File: config.mk
export PLATFORM = sky130hd
export DESIGN_NAME = dcache_port_arb_flat
export DESIGN_NICKNAME = d
export VERILOG_FILES = /design/src/rtl/dcache_port_arb_pkg.sv /design/src/rtl/dcache_port_arb_if.sv /design/src/rtl/dcache_port_arb_starve_ctr.sv /design/src/rtl/dcache_port_arb.sv /design/src/flat_wrapper.sv
export SDC_FILE = /design/constraint.sdc
export NUM_CORES = 1
export LEC_CHECK = 0
export ABC_AREA = 1
export CORE_MARGIN = 4
export CORE_UTILIZATION = 45
export DETAILED_ROUTE_END_ITERATION = 8
export GPL_TIMING_DRIVEN = 0
export PLACE_DENSITY = 0.95
export SLEW_MARGIN = 20
export SYNTH_ARGS = -nofsm -noshare
export SYNTH_HDL_FRONTEND = slang
export SYNTH_SLANG_ARGS = --single-unit
File: constraint.sdc
create_clock -name clk -period 2.3 [get_ports clk]
set_input_delay 0.345 -clock clk [delete_from_list [all_inputs] [get_ports clk]]
set_output_delay 0.345 -clock clk [all_outputs]
set_load 0.05 [all_outputs]
File: src/rtl/dcache_port_arb_pkg.sv
// dcache_arb_pkg
// Shared definitions for the D-cache port arbiter and the mem pipe:
//   PA_W / DATA_W   physical address and cache data widths
//   ST_*            3-bit encoding of the arbiter FSM states
//   is_rd_state()   true while a load owns the cache port
package dcache_arb_pkg;

    localparam int PA_W   = 15;
    localparam int DATA_W = 32;

    localparam logic [2:0] ST_IDLE    = 3'd0;
    localparam logic [2:0] ST_RD_ISS  = 3'd1;
    localparam logic [2:0] ST_RD_WAIT = 3'd2;
    localparam logic [2:0] ST_WR_ISS  = 3'd3;
    localparam logic [2:0] ST_DRAIN   = 3'd4;

    function automatic logic is_rd_state(input logic [2:0] st);
        return (st == ST_RD_ISS) || (st == ST_RD_WAIT);
    endfunction

endpackage

File: src/rtl/dcache_port_arb_if.sv
// dcache_port_arb_if
// Bundles the three buses around the arbiter:
//   rd_*  load requester (mem stage) and its beat-tagged data return
//   wr_*  store requester (writeback stage)
//   dc_*  the single cache port
// Modports: slave = the arbiter, master = requesters plus cache.
interface dcache_port_arb_if;
    import dcache_arb_pkg::*;

    logic              rd_req;
    logic [PA_W-1:0]   rd_pa1;
    logic [PA_W-1:0]   rd_pa2;
    logic [1:0]        rd_size1;
    logic [1:0]        rd_size2;
    logic              rd_spill;
    logic              rd_flush;
    logic [DATA_W-1:0] rd_data;
    logic              rd_data_v;
    logic              rd_beat;
    logic              rd_ack;

    logic              wr_req;
    logic [PA_W-1:0]   wr_pa1;
    logic [PA_W-1:0]   wr_pa2;
    logic [1:0]        wr_size1;
    logic [1:0]        wr_size2;
    logic [DATA_W-1:0] wr_data1;
    logic [DATA_W-1:0] wr_data2;
    logic              wr_spill;
    logic              wr_ack;

    logic              dc_req;
    logic              dc_we;
    logic [PA_W-1:0]   dc_pa;
    logic [1:0]        dc_size;
    logic [DATA_W-1:0] dc_wdata;
    logic              dc_ready;
    logic [DATA_W-1:0] dc_rdata;
    logic              dc_rdata_v;

    modport slave (
        input  rd_req, rd_pa1, rd_pa2, rd_size1, rd_size2, rd_spill, rd_flush,
        output rd_data, rd_data_v, rd_beat, rd_ack,
        input  wr_req, wr_pa1, wr_pa2, wr_size1, wr_size2, wr_data1, wr_data2, wr_spill,
        output wr_ack,
        output dc_req, dc_we, dc_pa, dc_size, dc_wdata,
        input  dc_ready, dc_rdata, dc_rdata_v
    );

    modport master (
        output rd_req, rd_pa1, rd_pa2, rd_size1, rd_size2, rd_spill, rd_flush,
        input  rd_data, rd_data_v, rd_beat, rd_ack,
        output wr_req, wr_pa1, wr_pa2, wr_size1, wr_size2, wr_data1, wr_data2, wr_spill,
        input  wr_ack,
        input  dc_req, dc_we, dc_pa, dc_size, dc_wdata,
        output dc_ready, dc_rdata, dc_rdata_v
    );

endinterface

File: src/rtl/dcache_port_arb_starve_ctr.sv
// starve_ctr
// Saturating load-starvation counter.
//   clk, rst  clock, synchronous active-high reset
//   inc       count one more lost cycle (ignored once saturated)
//   clr       clear; wins over inc
//   at_max    counter has reached MAX_VAL
module starve_ctr #(
    parameter int CNT_W   = 3,
    parameter int MAX_VAL = 4
) (
    input  logic clk,
    input  logic rst,
    input  logic inc,
    input  logic clr,
    output logic at_max
);

    localparam logic [CNT_W-1:0] MAX_C = CNT_W'(MAX_VAL);

    logic [CNT_W-1:0] cnt;

    always_ff @(posedge clk) begin
        if (rst || clr) begin
            cnt <= '0;
        end else if (inc && cnt != MAX_C) begin
            cnt <= cnt + CNT_W'(1);
        end
    end

    assign at_max = (cnt == MAX_C);

endmodule

File: src/rtl/dcache_port_arb.sv
// dcache_port_arb
// Arbitrates the single D-cache port between the load requester (mem
// stage) and the store requester (writeback stage). Stores have priority
// unless a load has lost STARVE_MAX cycles in a row. Line-crossing
// (spill) accesses go out as two beats; each load beat is returned with
// its beat index so the mem stage can merge them.
//   clk, rst  clock, synchronous active-high reset
//   bus       dcache_port_arb_if.slave (rd_*, wr_*, dc_* buses)
module dcache_port_arb
    import dcache_arb_pkg::*;
#(
    parameter int STARVE_MAX = 4,
    parameter int CNT_W      = 3
) (
    input  logic             clk,
    input  logic             rst,
    dcache_port_arb_if.slave bus
);

    logic [2:0]        state;
    logic [2:0]        state_nxt;
    logic              beat;
    logic              spill_q;
    logic [PA_W-1:0]   pa1_q;
    logic [PA_W-1:0]   pa2_q;
    logic [1:0]        size1_q;
    logic [1:0]        size2_q;
    logic [DATA_W-1:0] wdata1_q;
    logic [DATA_W-1:0] wdata2_q;

    logic rd_go;
    logic wr_go;
    logic at_max;
    logic last_beat;
    logic starve_inc;
    logic starve_clr;

    // Grant decisions are only acted on in IDLE.
    assign rd_go     = bus.rd_req && !bus.rd_flush && (!bus.wr_req || at_max);
    assign wr_go     = !rd_go && bus.wr_req;
    assign last_beat = !spill_q || beat;

    // A load loses a cycle whenever it is waiting and does not own the port.
    assign starve_inc = bus.rd_req && !bus.rd_flush && !is_rd_state(state);
    assign starve_clr = !bus.rd_req || (state == ST_IDLE && rd_go);

    starve_ctr #(
        .CNT_W  (CNT_W),
        .MAX_VAL(STARVE_MAX)
    ) u_starve_ctr (
        .clk   (clk),
        .rst   (rst),
        .inc   (starve_inc),
        .clr   (starve_clr),
        .at_max(at_max)
    );

    always_ff @(posedge clk) begin
        if (rst) begin
            state <= ST_IDLE;
        end else begin
            state <= state_nxt;
        end
    end

    // Request fields are captured at grant so requester changes during the
    // access cannot disturb it; beat moves to 1 only after beat 0 finished.
    always_ff @(posedge clk) begin
        if (rst) begin
            beat     <= 1'b0;
            spill_q  <= 1'b0;
            pa1_q    <= '0;
            pa2_q    <= '0;
            size1_q  <= '0;
            size2_q  <= '0;
            wdata1_q <= '0;
            wdata2_q <= '0;
        end else if (state == ST_IDLE && rd_go) begin
            beat    <= 1'b0;
            spill_q <= bus.rd_spill;
            pa1_q   <= bus.rd_pa1;
            pa2_q   <= bus.rd_pa2;
            size1_q <= bus.rd_size1;
            size2_q <= bus.rd_size2;
        end else if (state == ST_IDLE && wr_go) begin
            beat     <= 1'b0;
            spill_q  <= bus.wr_spill;
            pa1_q    <= bus.wr_pa1;
            pa2_q    <= bus.wr_pa2;
            size1_q  <= bus.wr_size1;
            size2_q  <= bus.wr_size2;
            wdata1_q <= bus.wr_data1;
            wdata2_q <= bus.wr_data2;
        end else if (!last_beat &&
                     ((state == ST_RD_WAIT && bus.dc_rdata_v && !bus.rd_flush) ||
                      (state == ST_WR_ISS && bus.dc_ready))) begin
            beat <= 1'b1;
        end
    end

    // A flush before issue simply abandons the load; once a read is in
    // flight its response must still be swallowed, hence DRAIN.
    always_comb begin
        state_nxt = state;
        case (state)
            ST_IDLE: begin
                if (rd_go) begin
                    state_nxt = ST_RD_ISS;
                end else if (wr_go) begin
                    state_nxt = ST_WR_ISS;
                end
            end
            ST_RD_ISS: begin
                if (bus.rd_flush) begin
                    state_nxt = bus.dc_ready ? ST_DRAIN : ST_IDLE;
                end else if (bus.dc_ready) begin
                    state_nxt = ST_RD_WAIT;
                end
            end
            ST_RD_WAIT: begin
                if (bus.dc_rdata_v) begin
                    state_nxt = (bus.rd_flush || last_beat) ? ST_IDLE : ST_RD_ISS;
                end else if (bus.rd_flush) begin
                    state_nxt = ST_DRAIN;
                end
            end
            ST_WR_ISS: begin
                if (bus.dc_ready && last_beat) begin
                    state_nxt = ST_IDLE;
                end
            end
            ST_DRAIN: begin
                if (bus.dc_rdata_v) begin
                    state_nxt = ST_IDLE;
                end
            end
            default: state_nxt = ST_IDLE;
        endcase
    end

    // Outputs are forced low during reset so a transaction interrupted by
    // reset never produces a stray ack or cache access.
    always_comb begin
        bus.dc_req    = 1'b0;
        bus.dc_we     = 1'b0;
        bus.dc_pa     = '0;
        bus.dc_size   = '0;
        bus.dc_wdata  = '0;
        bus.rd_data   = '0;
        bus.rd_data_v = 1'b0;
        bus.rd_beat   = 1'b0;
        bus.rd_ack    = 1'b0;
        bus.wr_ack    = 1'b0;
        if (!rst) begin
            case (state)
                ST_RD_ISS: begin
                    bus.dc_req  = 1'b1;
                    bus.dc_pa   = beat ? pa2_q : pa1_q;
                    bus.dc_size = beat ? size2_q : size1_q;
                end
                ST_RD_WAIT: begin
                    if (bus.dc_rdata_v && !bus.rd_flush) begin
                        bus.rd_data   = bus.dc_rdata;
                        bus.rd_data_v = 1'b1;
                        bus.rd_beat   = beat;
                        bus.rd_ack    = last_beat;
                    end
                end
                ST_WR_ISS: begin
                    bus.dc_req   = 1'b1;
                    bus.dc_we    = 1'b1;
                    bus.dc_pa    = beat ? pa2_q : pa1_q;
                    bus.dc_size  = beat ? size2_q : size1_q;
                    bus.dc_wdata = beat ? wdata2_q : wdata1_q;
                    bus.wr_ack   = bus.dc_ready && last_beat;
                end
                default: ;
            endcase
        end
    end

endmodule

File: src/flat_wrapper.sv
// flat-port wrapper written by rule: the top's interface ports become plain ports
module dcache_port_arb_flat import dcache_arb_pkg::*;
#(
    parameter int STARVE_MAX = 4,
    parameter int CNT_W      = 3
)
  (clk, rst, bus_rd_req, bus_rd_pa1, bus_rd_pa2, bus_rd_size1, bus_rd_size2, bus_rd_spill, bus_rd_flush, bus_rd_data, bus_rd_data_v, bus_rd_beat, bus_rd_ack, bus_wr_req, bus_wr_pa1, bus_wr_pa2, bus_wr_size1, bus_wr_size2, bus_wr_data1, bus_wr_data2, bus_wr_spill, bus_wr_ack, bus_dc_req, bus_dc_we, bus_dc_pa, bus_dc_size, bus_dc_wdata, bus_dc_ready, bus_dc_rdata, bus_dc_rdata_v);
  dcache_port_arb_if bus_i ();
  input  logic clk;
  input  logic rst;
  input wire logic [$bits(bus_i.rd_req)-1:0] bus_rd_req;
  input wire logic [$bits(bus_i.rd_pa1)-1:0] bus_rd_pa1;
  input wire logic [$bits(bus_i.rd_pa2)-1:0] bus_rd_pa2;
  input wire logic [$bits(bus_i.rd_size1)-1:0] bus_rd_size1;
  input wire logic [$bits(bus_i.rd_size2)-1:0] bus_rd_size2;
  input wire logic [$bits(bus_i.rd_spill)-1:0] bus_rd_spill;
  input wire logic [$bits(bus_i.rd_flush)-1:0] bus_rd_flush;
  output wire logic [$bits(bus_i.rd_data)-1:0] bus_rd_data;
  output wire logic [$bits(bus_i.rd_data_v)-1:0] bus_rd_data_v;
  output wire logic [$bits(bus_i.rd_beat)-1:0] bus_rd_beat;
  output wire logic [$bits(bus_i.rd_ack)-1:0] bus_rd_ack;
  input wire logic [$bits(bus_i.wr_req)-1:0] bus_wr_req;
  input wire logic [$bits(bus_i.wr_pa1)-1:0] bus_wr_pa1;
  input wire logic [$bits(bus_i.wr_pa2)-1:0] bus_wr_pa2;
  input wire logic [$bits(bus_i.wr_size1)-1:0] bus_wr_size1;
  input wire logic [$bits(bus_i.wr_size2)-1:0] bus_wr_size2;
  input wire logic [$bits(bus_i.wr_data1)-1:0] bus_wr_data1;
  input wire logic [$bits(bus_i.wr_data2)-1:0] bus_wr_data2;
  input wire logic [$bits(bus_i.wr_spill)-1:0] bus_wr_spill;
  output wire logic [$bits(bus_i.wr_ack)-1:0] bus_wr_ack;
  output wire logic [$bits(bus_i.dc_req)-1:0] bus_dc_req;
  output wire logic [$bits(bus_i.dc_we)-1:0] bus_dc_we;
  output wire logic [$bits(bus_i.dc_pa)-1:0] bus_dc_pa;
  output wire logic [$bits(bus_i.dc_size)-1:0] bus_dc_size;
  output wire logic [$bits(bus_i.dc_wdata)-1:0] bus_dc_wdata;
  input wire logic [$bits(bus_i.dc_ready)-1:0] bus_dc_ready;
  input wire logic [$bits(bus_i.dc_rdata)-1:0] bus_dc_rdata;
  input wire logic [$bits(bus_i.dc_rdata_v)-1:0] bus_dc_rdata_v;
  assign bus_i.rd_req = bus_rd_req;
  assign bus_i.rd_pa1 = bus_rd_pa1;
  assign bus_i.rd_pa2 = bus_rd_pa2;
  assign bus_i.rd_size1 = bus_rd_size1;
  assign bus_i.rd_size2 = bus_rd_size2;
  assign bus_i.rd_spill = bus_rd_spill;
  assign bus_i.rd_flush = bus_rd_flush;
  assign bus_rd_data = bus_i.rd_data;
  assign bus_rd_data_v = bus_i.rd_data_v;
  assign bus_rd_beat = bus_i.rd_beat;
  assign bus_rd_ack = bus_i.rd_ack;
  assign bus_i.wr_req = bus_wr_req;
  assign bus_i.wr_pa1 = bus_wr_pa1;
  assign bus_i.wr_pa2 = bus_wr_pa2;
  assign bus_i.wr_size1 = bus_wr_size1;
  assign bus_i.wr_size2 = bus_wr_size2;
  assign bus_i.wr_data1 = bus_wr_data1;
  assign bus_i.wr_data2 = bus_wr_data2;
  assign bus_i.wr_spill = bus_wr_spill;
  assign bus_wr_ack = bus_i.wr_ack;
  assign bus_dc_req = bus_i.dc_req;
  assign bus_dc_we = bus_i.dc_we;
  assign bus_dc_pa = bus_i.dc_pa;
  assign bus_dc_size = bus_i.dc_size;
  assign bus_dc_wdata = bus_i.dc_wdata;
  assign bus_i.dc_ready = bus_dc_ready;
  assign bus_i.dc_rdata = bus_dc_rdata;
  assign bus_i.dc_rdata_v = bus_dc_rdata_v;
  dcache_port_arb #(.STARVE_MAX(STARVE_MAX), .CNT_W(CNT_W)) u_core (.clk(clk), .rst(rst), .bus(bus_i));
endmodule
==> results of run 1 <==
-- cells in the final DEF (no fill, tap or decap), types with 14 or more instances in the layout --
| master | instances |
|---|---|
| clkbuf_1 | 14 |
| dfxtp_1 | 104 |
| clkbuf_4 | 29 |
| buf_2 | 29 |
| a21oi_1 | 50 |
| o21ai_1 | 21 |
| o21ai_0 | 48 |
| nor2_1 | 276 |
| inv_1 | 81 |
| buf_4 | 36 |
| nor2_2 | 44 |
| clkdlybuf4s50_1 | 170 |
| nand2_1 | 189 |
-- routing by layer --
layer	vias up	share of wire, %	GRT usage [%]
met5	-	0	0
met4	0	2.4	9.23
met3	36	6.0	3.64
met2	266	51	46.6
met1	2912	40	30.9
li1	3257	-	-
-- sequential cells by signal, summed over array words and instances, names as in the netlist --
signal                   flops
u_core.pa1_q                15
u_core.wdata1_q             32
u_core.size1_q               2
u_core.spill_q               1
u_core.state                 3
u_core.pa2_q                15
u_core.u_starve_ctr.cnt      3
u_core.wdata2_q             32
u_core.size2_q               2
u_core.beat                  1
-- worst max path at each step --
stage | to | start | slack [ns]
finish | bus_dc_pa[4] | u_core.state[0] | 0.04
detailed placement | bus_rd_data[29] | bus_rd_flush | -0.58
CTS | bus_dc_pa[4] | u_core.beat | 0.003
global placement | bus_rd_data[29] | bus_rd_flush | -0.57
global route | bus_dc_pa[4] | u_core.state[0] | -0.02
floorplan | bus_dc_wdata[22] | u_core.state[1] | -0.24
-- repair_timing --
action	4_1_cts	5_1_grt
resized for setup	410	91
endpoints found under the setup margin	87	83
hold buffers	0	0
pin swaps	0	0
-- where the power goes --
part | total (uW) | leakage [uW] | internal [uW] | switching [uW]
combinational | 3060 | 0.00278 | 1210 | 1860
sequential | 2630 | 0.000872 | 2350 | 276
clock | 1460 | 0.000130 | 748 | 708
total | 7150 | 0.00378 | 4310 | 2840
-- worst reg2reg max path, stage by stage, from the launching register on --
cell and delay [ns]:
dfxtp_1 0.32, inv_1 0.08, ha_1 0.15, nand2_1 0.07, nand2_1 0.10, nand2_4 0.10, nor2_4 0.22, buf_2 0.28
nand2_1 0.14, nand2_1 0.11, nor2_1 0.05, nor2_1 0.07
-- cell type report --
cell class,instances,area [um2],share of cell area [%]
Multi-Input combinational cell,652,2830,33.4
Timing Repair Buffer,259,2350,27.8
Tap cell,147,184,2.17
Buffer,52,349,4.13
Antenna cell,2,5.00,0.0591
Clock buffer,10,229,2.71
Sequential cell,106,2130,25.1
Inverter,88,335,3.96
Clock inverter,6,50.0,0.591
-- cell families (layout without fill, tap and decap cells) --
kind of cell,Yosys count,after routing,synth area share [%]
and+or+nand+nor,523,523,37.0
adders and majority gates,2,2,0.457
AOI/OAI and AO/OA,127,127,11.8
DFF,106,106,38.8
other,0,2,0
buffers and inverters,140,415,11.9
-- metrics by stage --
step	setup TNS [ns]	hold slack [ns]	std cells	instance area, um2	util [%]
after global routing	-0.156	0.502	1322	8460	70.7
after global placement	-36.28	0.447	1304	8350	69.8
after floorplan	-7.38	0.435	898	5570	-
final	0	0.474	1322	8460	70.7
after CTS	0	0.476	1320	8320	69.6
after detailed placement	-36.01	0.463	1304	8350	69.8
==> flow_summary_export.csv, run 1 <==
group,metric,value,unit
status,status,"finished clean",
synthesis,synth_top_flop_cell,"dfxtp_1",
setup_path,reg2reg_from,"u_core.u_starve_ctr.cnt[0]",
die,core,12000,um2
global_route,grt_pass1_wl,29500,um
setup_path,rr_worst_depth,11,
setup_path,end_kind,"output pin",
synthesis,syn-num-nets,1073,
routing,routed_wl,18900,um
synthesis,async_flop_share,0,%
synthesis,netlist.area_leader.share,38.8,%
clocking,cts_max_level,3,
die,start_util,45.7,%
setup_path,crit_family,"buffers and inverters",
routing,drt_iter0_drc,300,
hold_path,hold_path_depth,2,
timing,hold_violations,0,
synthesis,ys_top_cells_by_area,"dfxtp_1, nor2_1, nand2_1",
synthesis,synth_cells,898,
clocking,clk_latency,0.34,ns
setup_path,slowest_delay,0.42,ns
clocking,cts_buffers,9,
placed_design,gp_congestion,0.871,
pwr,finalPower,7150,uW
routing,viasPerCell,4.89,
clocking,path_clk_slew,0.07,ns
timing,finalMaxSlewViolations,0,
synthesis,yosys-top-cells-count,"nor2_1, nand2_1, dfxtp_1",
timing,slew_headroom,63.4,%
synthesis,ys_ff_latch,106,
routing,wl_per_cell,14.3,um
clocking,clkSinkCount,106,
placed_design,hpwl,14600,um
global_route,gr-total-overflow,0,
setup_path,crit_type,"reg -> out",
setup_path,r2r_slack,0.53,ns
timing,fin_ws,0.0360,ns
pwr,p_leak,0.00378,uW
routing,drc_errors,0,
die,die_h,118,um
setup_path,rr_endpoint,"u_core.pa2_q[2]",
synthesis,netlist_area,5470,um2
placed_design,io_buffer_count,259,
timing,period_share,98.4,%
layout,nets,1343,
clocking,postCtsSetupBuffers,0,
timing,max_freq,442,MHz
layout,layout-drive-gt1-share,17.3,%
setup_path,cp_max_fo,8,
synthesis,yosys.area.top_type,"dfxtp_1",
clocking,root_buffer,"clkbuf_16",
hold_path,hold_class,"reg -> reg",
placed_design,dp_slack,-0.584,ns
setup_path,startpoint_type,"flip-flop",
routing,vias,6471,
setup_path,required,1.96,ns
setup_path,cp.depth,7,
pwr,power_per_cell_area,845,nW/um2
layout,nFillCells,1014,
synthesis,ys_warn_count,0,
timing,period_needed,2.26,ns
timing,rsz0062_at_grt,"true",
clocking,clockBufferDepth,2,
synthesis,synth_edf_count,0,
synthesis,yosysSeqAreaShare,38.8,%
setup_path,crit_arrival,1.92,ns
global_route,grt_pass1_vias,6078,
timing,skew,0.00873,ns
routing,firstDrtPassIters,5,
die,die_w,118,um
synthesis,synth_cell_types,22,
die,std_cell_rows,40,
global_route,grt_max_degree,19,
global_route,grt.total_usage,25.7,%
job,drv_cap,0,
pwr,peakVddDrop,0.573,mV
setup_path,cp_num_buf_inv,4,
die,die_area,14000,um2
routing,ant_nets,0,
timing,setup-violations-final,0,
die,io_pins,260,
synthesis,syn_area_per_cell,6.09,um2
layout,area_delta_synth_final,54.7,%
setup_path,critPathSlowestCell,"clkdlybuf4s15_2",
hold_path,hold_end,"u_core.u_starve_ctr.cnt[2]",
global_route,antenna_found_initial,2,
timing,tightest_slew,0.549,ns
setup_path,crit_chain,"inv_1 > nor2_1 > inv_1 > nor2_2 > inv_2 > nor2_1 > clkdlybuf4s15_2",
hold_path,worstHoldStart,"u_core.u_starve_ctr.cnt[2]",
synthesis,synth_most_common_cell,"nor2_1",
clocking,tritoncts,"yes",
No activity file was read; power rests on OpenSTA's default activity.
==> run 2, diff against run 1 <==
--- a/config.mk
+++ b/config.mk
@@ -11,6 +11,7 @@
 export DETAILED_ROUTE_END_ITERATION = 8
 export GPL_TIMING_DRIVEN = 0
 export PLACE_DENSITY = 0.95
+export REMOVE_ABC_BUFFERS = 1
 export SLEW_MARGIN = 20
 export SYNTH_ARGS = -nofsm -noshare
 export SYNTH_HDL_FRONTEND = slang
==> run 2 against run 1 <==
Clock skew grew 0.0032 ns. Clock-buffer cell count grew 1. Clock power grew 4%. Via count shrank 6.0%. Critical path type unchanged. Sequential share of layout area grew 1.4 points. Fmax grew 3.3%. Register-to-register slack lost 0.29 ns. Setup slack gained 0.072 ns.
==> flow_summary_export.csv, run 2 (same netlist as run 1, synthesis figures left out) <==
group,metric,value,unit
status,status,"finished clean",
setup_path,required,1.96,ns
setup_path,rr_worst_depth,8,
timing,max_freq,456,MHz
die,die_area,14000,um2
layout,nets,1297,
die,std_cell_rows,40,
setup_path,r2r_slack,0.24,ns
setup_path,cp_max_fo,33,
layout,layout-drive-gt1-share,11.3,%
timing,fin_ws,0.108,ns
pwr,p_comb_share,40.0,%
timing,period_needed,2.19,ns
routing,drc_errors,0,
setup_path,startpoint,"u_core.state[1]",
timing,hold_violations,0,
timing,skew,0.0119,ns
clocking,cts_buffers,9,
pwr,p_sw,2760,uW
routing,viasPerCell,4.78,
clocking,clk_latency,0.35,ns
setup_path,crit_chain,"nand2_1 > nor2_1 > inv_1 > nor2_2 > inv_6 > a21oi_1 > buf_4",
pwr,sequentialPowerShare,37.9,%
setup_path,reg2reg_from,"u_core.u_starve_ctr.cnt[0]",
global_route,grt_max_degree,51,
routing,ant_nets,0,
pwr,swShare,40.0,%
setup_path,crit_type,"reg -> out",
die,io_pins,260,
layout,diodes,0,
pwr,cell_internal_pwr,4130,uW
timing,tightest_slew,0.933,ns
placed_design,gp_congestion,0.833,
routing,routed_wl,17800,um
setup_path,critPathSlowestCell,"dfxtp_2",
timing,rsz0062_at_grt,"false",
clocking,path_clk_slew,0.07,ns
pwr,p_leak,0.00366,uW
job,drv_cap,0,
clocking,cts_max_level,3,
setup_path,startpoint_type,"flip-flop",
routing,wl_per_cell,13.9,um
die,start_util,45.7,%
die,die_w,118,um
clocking,clkSinkCount,106,
timing,finalMaxSlewViolations,0,
routing,vias,6085,
layout,largestRegisters,"u_core.wdata1_q (32), u_core.wdata2_q (32)",
hold_path,hold_path_depth,2,
clocking,root_buffer,"clkbuf_16",
setup_path,slowest_delay,0.41,ns
layout,final_cell_mix,"nor2_1, nand2_1, clkdlybuf4s50_1",
layout,area_delta_synth_final,46.8,%
global_route,antenna_found_initial,0,
global_route,grt_pass1_wl,28100,um
timing,slew_headroom,37.7,%
pwr,power_per_cell_area,858,nW/um2
hold_path,hold_class,"reg -> reg",
timing,setup-violations-final,0,
die,core,12000,um2
placed_design,io_buffer_count,259,
setup_path,rr_endpoint,"u_core.wdata1_q[23]",
die,die_h,118,um
routing,drt_iter0_drc,487,
setup_path,crit_arrival,1.85,ns
placed_design,hpwl,11700,um
routing,firstDrtPassIters,5,
clocking,ctsHoldBuffers,0,
layout,layout_commonest_cell,"nor2_1",
clocking,tritoncts,"yes",
placed_design,place_inst,1253,
hold_path,worstHoldStart,"u_core.u_starve_ctr.cnt[2]",
timing,period_share,95.3,%
setup_path,end_kind,"output pin",
placed_design,dp_slack,-0.933,ns
layout,stdcell_count,1274,
pwr,clkPwrFrac,22.1,%
pwr,peakVddDrop,0.566,mV
global_route,gr-total-overflow,0,
clocking,clockBufferDepth,2,
hold_path,hold_end,"u_core.u_starve_ctr.cnt[2]",
global_route,grt_pass1_vias,5821,
global_route,grt.total_usage,24.3,%
## run 2: cell count changes in the layout (fill, tap and decap cells not counted), sizes merged
cell and change:
clkinv -2, clkdlybuf4s50 -1, clkbuf -20, inv +3, diode -2, clkinvlp -1
clkdlybuf4s15 -7, buf -19, nand3 +2, dlygate4sd2 -1
## run 2: how the worst max path moves through the flow
stage | endpoint | slack, ns | cells after the start
2_1_floorplan | bus_wr_ack | -0.80 | 4
3_3_place_gp | bus_rd_ack | -2.31 | 5
3_5_place_dp | u_core.pa2_q[12] | -0.93 | 9
4_1_cts | bus_rd_data[24] | 0.004 | 7
5_1_grt | bus_dc_wdata[10] | 0.009 | 7
6_report | bus_dc_wdata[12] | 0.11 | 7
## run 2: stage by stage
step | TNS (ns) | cell area, um2 | util, % | power [uW] | hold WS, ns
2_1_floorplan | -35.92 | 5150 | - | 4420 | 0.417
3_3_place_gp | -261.04 | 7930 | 66.3 | 5210 | 0.442
3_5_place_dp | -111.58 | 7960 | 66.5 | 5330 | 0.457
4_1_cts | 0 | 8010 | 67.0 | 6880 | 0.466
5_1_grt | 0 | 8030 | 67.1 | 7410 | 0.506
6_report | 0 | 8030 | 67.1 | 6890 | 0.477
## run 2: final cells by class
| type | instances | area, um2 |
|---|---|---|
| Fill cell | 1079 | 3930 |
| Multi-Input combinational cell | 654 | 2730 |
| Timing Repair Buffer | 262 | 2320 |
| Sequential cell | 106 | 2130 |
| Inverter | 88 | 362 |
| Clock buffer | 11 | 253 |
| Tap cell | 147 | 184 |
| Clock inverter | 5 | 42.5 |
| Timing Repair inverter | 1 | 8.76 |
## run 2: per-layer routing
metal,wire length (um),GRT usage (%)
met2,8850,43.3
met5,0,0
met4,267,6.23
met1,7150,28.8
met3,1490,6.84
## run 2: repair_timing
item                       in CTS  in global routing
setup buffers                   2                  0
pin swaps                       1                  2
gates cloned                    2                  1
gates resized for setup       400                 83
setup endpoints to repair     189                146
## run 2: power groups by stage
| stage | Clock, uW | Sequential [uW] | Combinational [uW] |
|---|---|---|---|
| 6_report | 1520 | 2610 | 2750 |
| 5_1_grt | 1630 | 2670 | 3120 |
| 4_1_cts | 1550 | 2610 | 2730 |
| 3_5_place_dp | 0 | 2650 | 2680 |
| 3_3_place_gp | 0 | 2620 | 2590 |
| 2_1_floorplan | 0 | 2590 | 1830 |
## run 2: worst max-delay path: cells and delay by family, from the launching register on
family / cells / cell delay, ns
buf+inv: 3 / 0.46
flops: 1 / 0.41
simple gates: 3 / 0.37
compound gates: 1 / 0.23
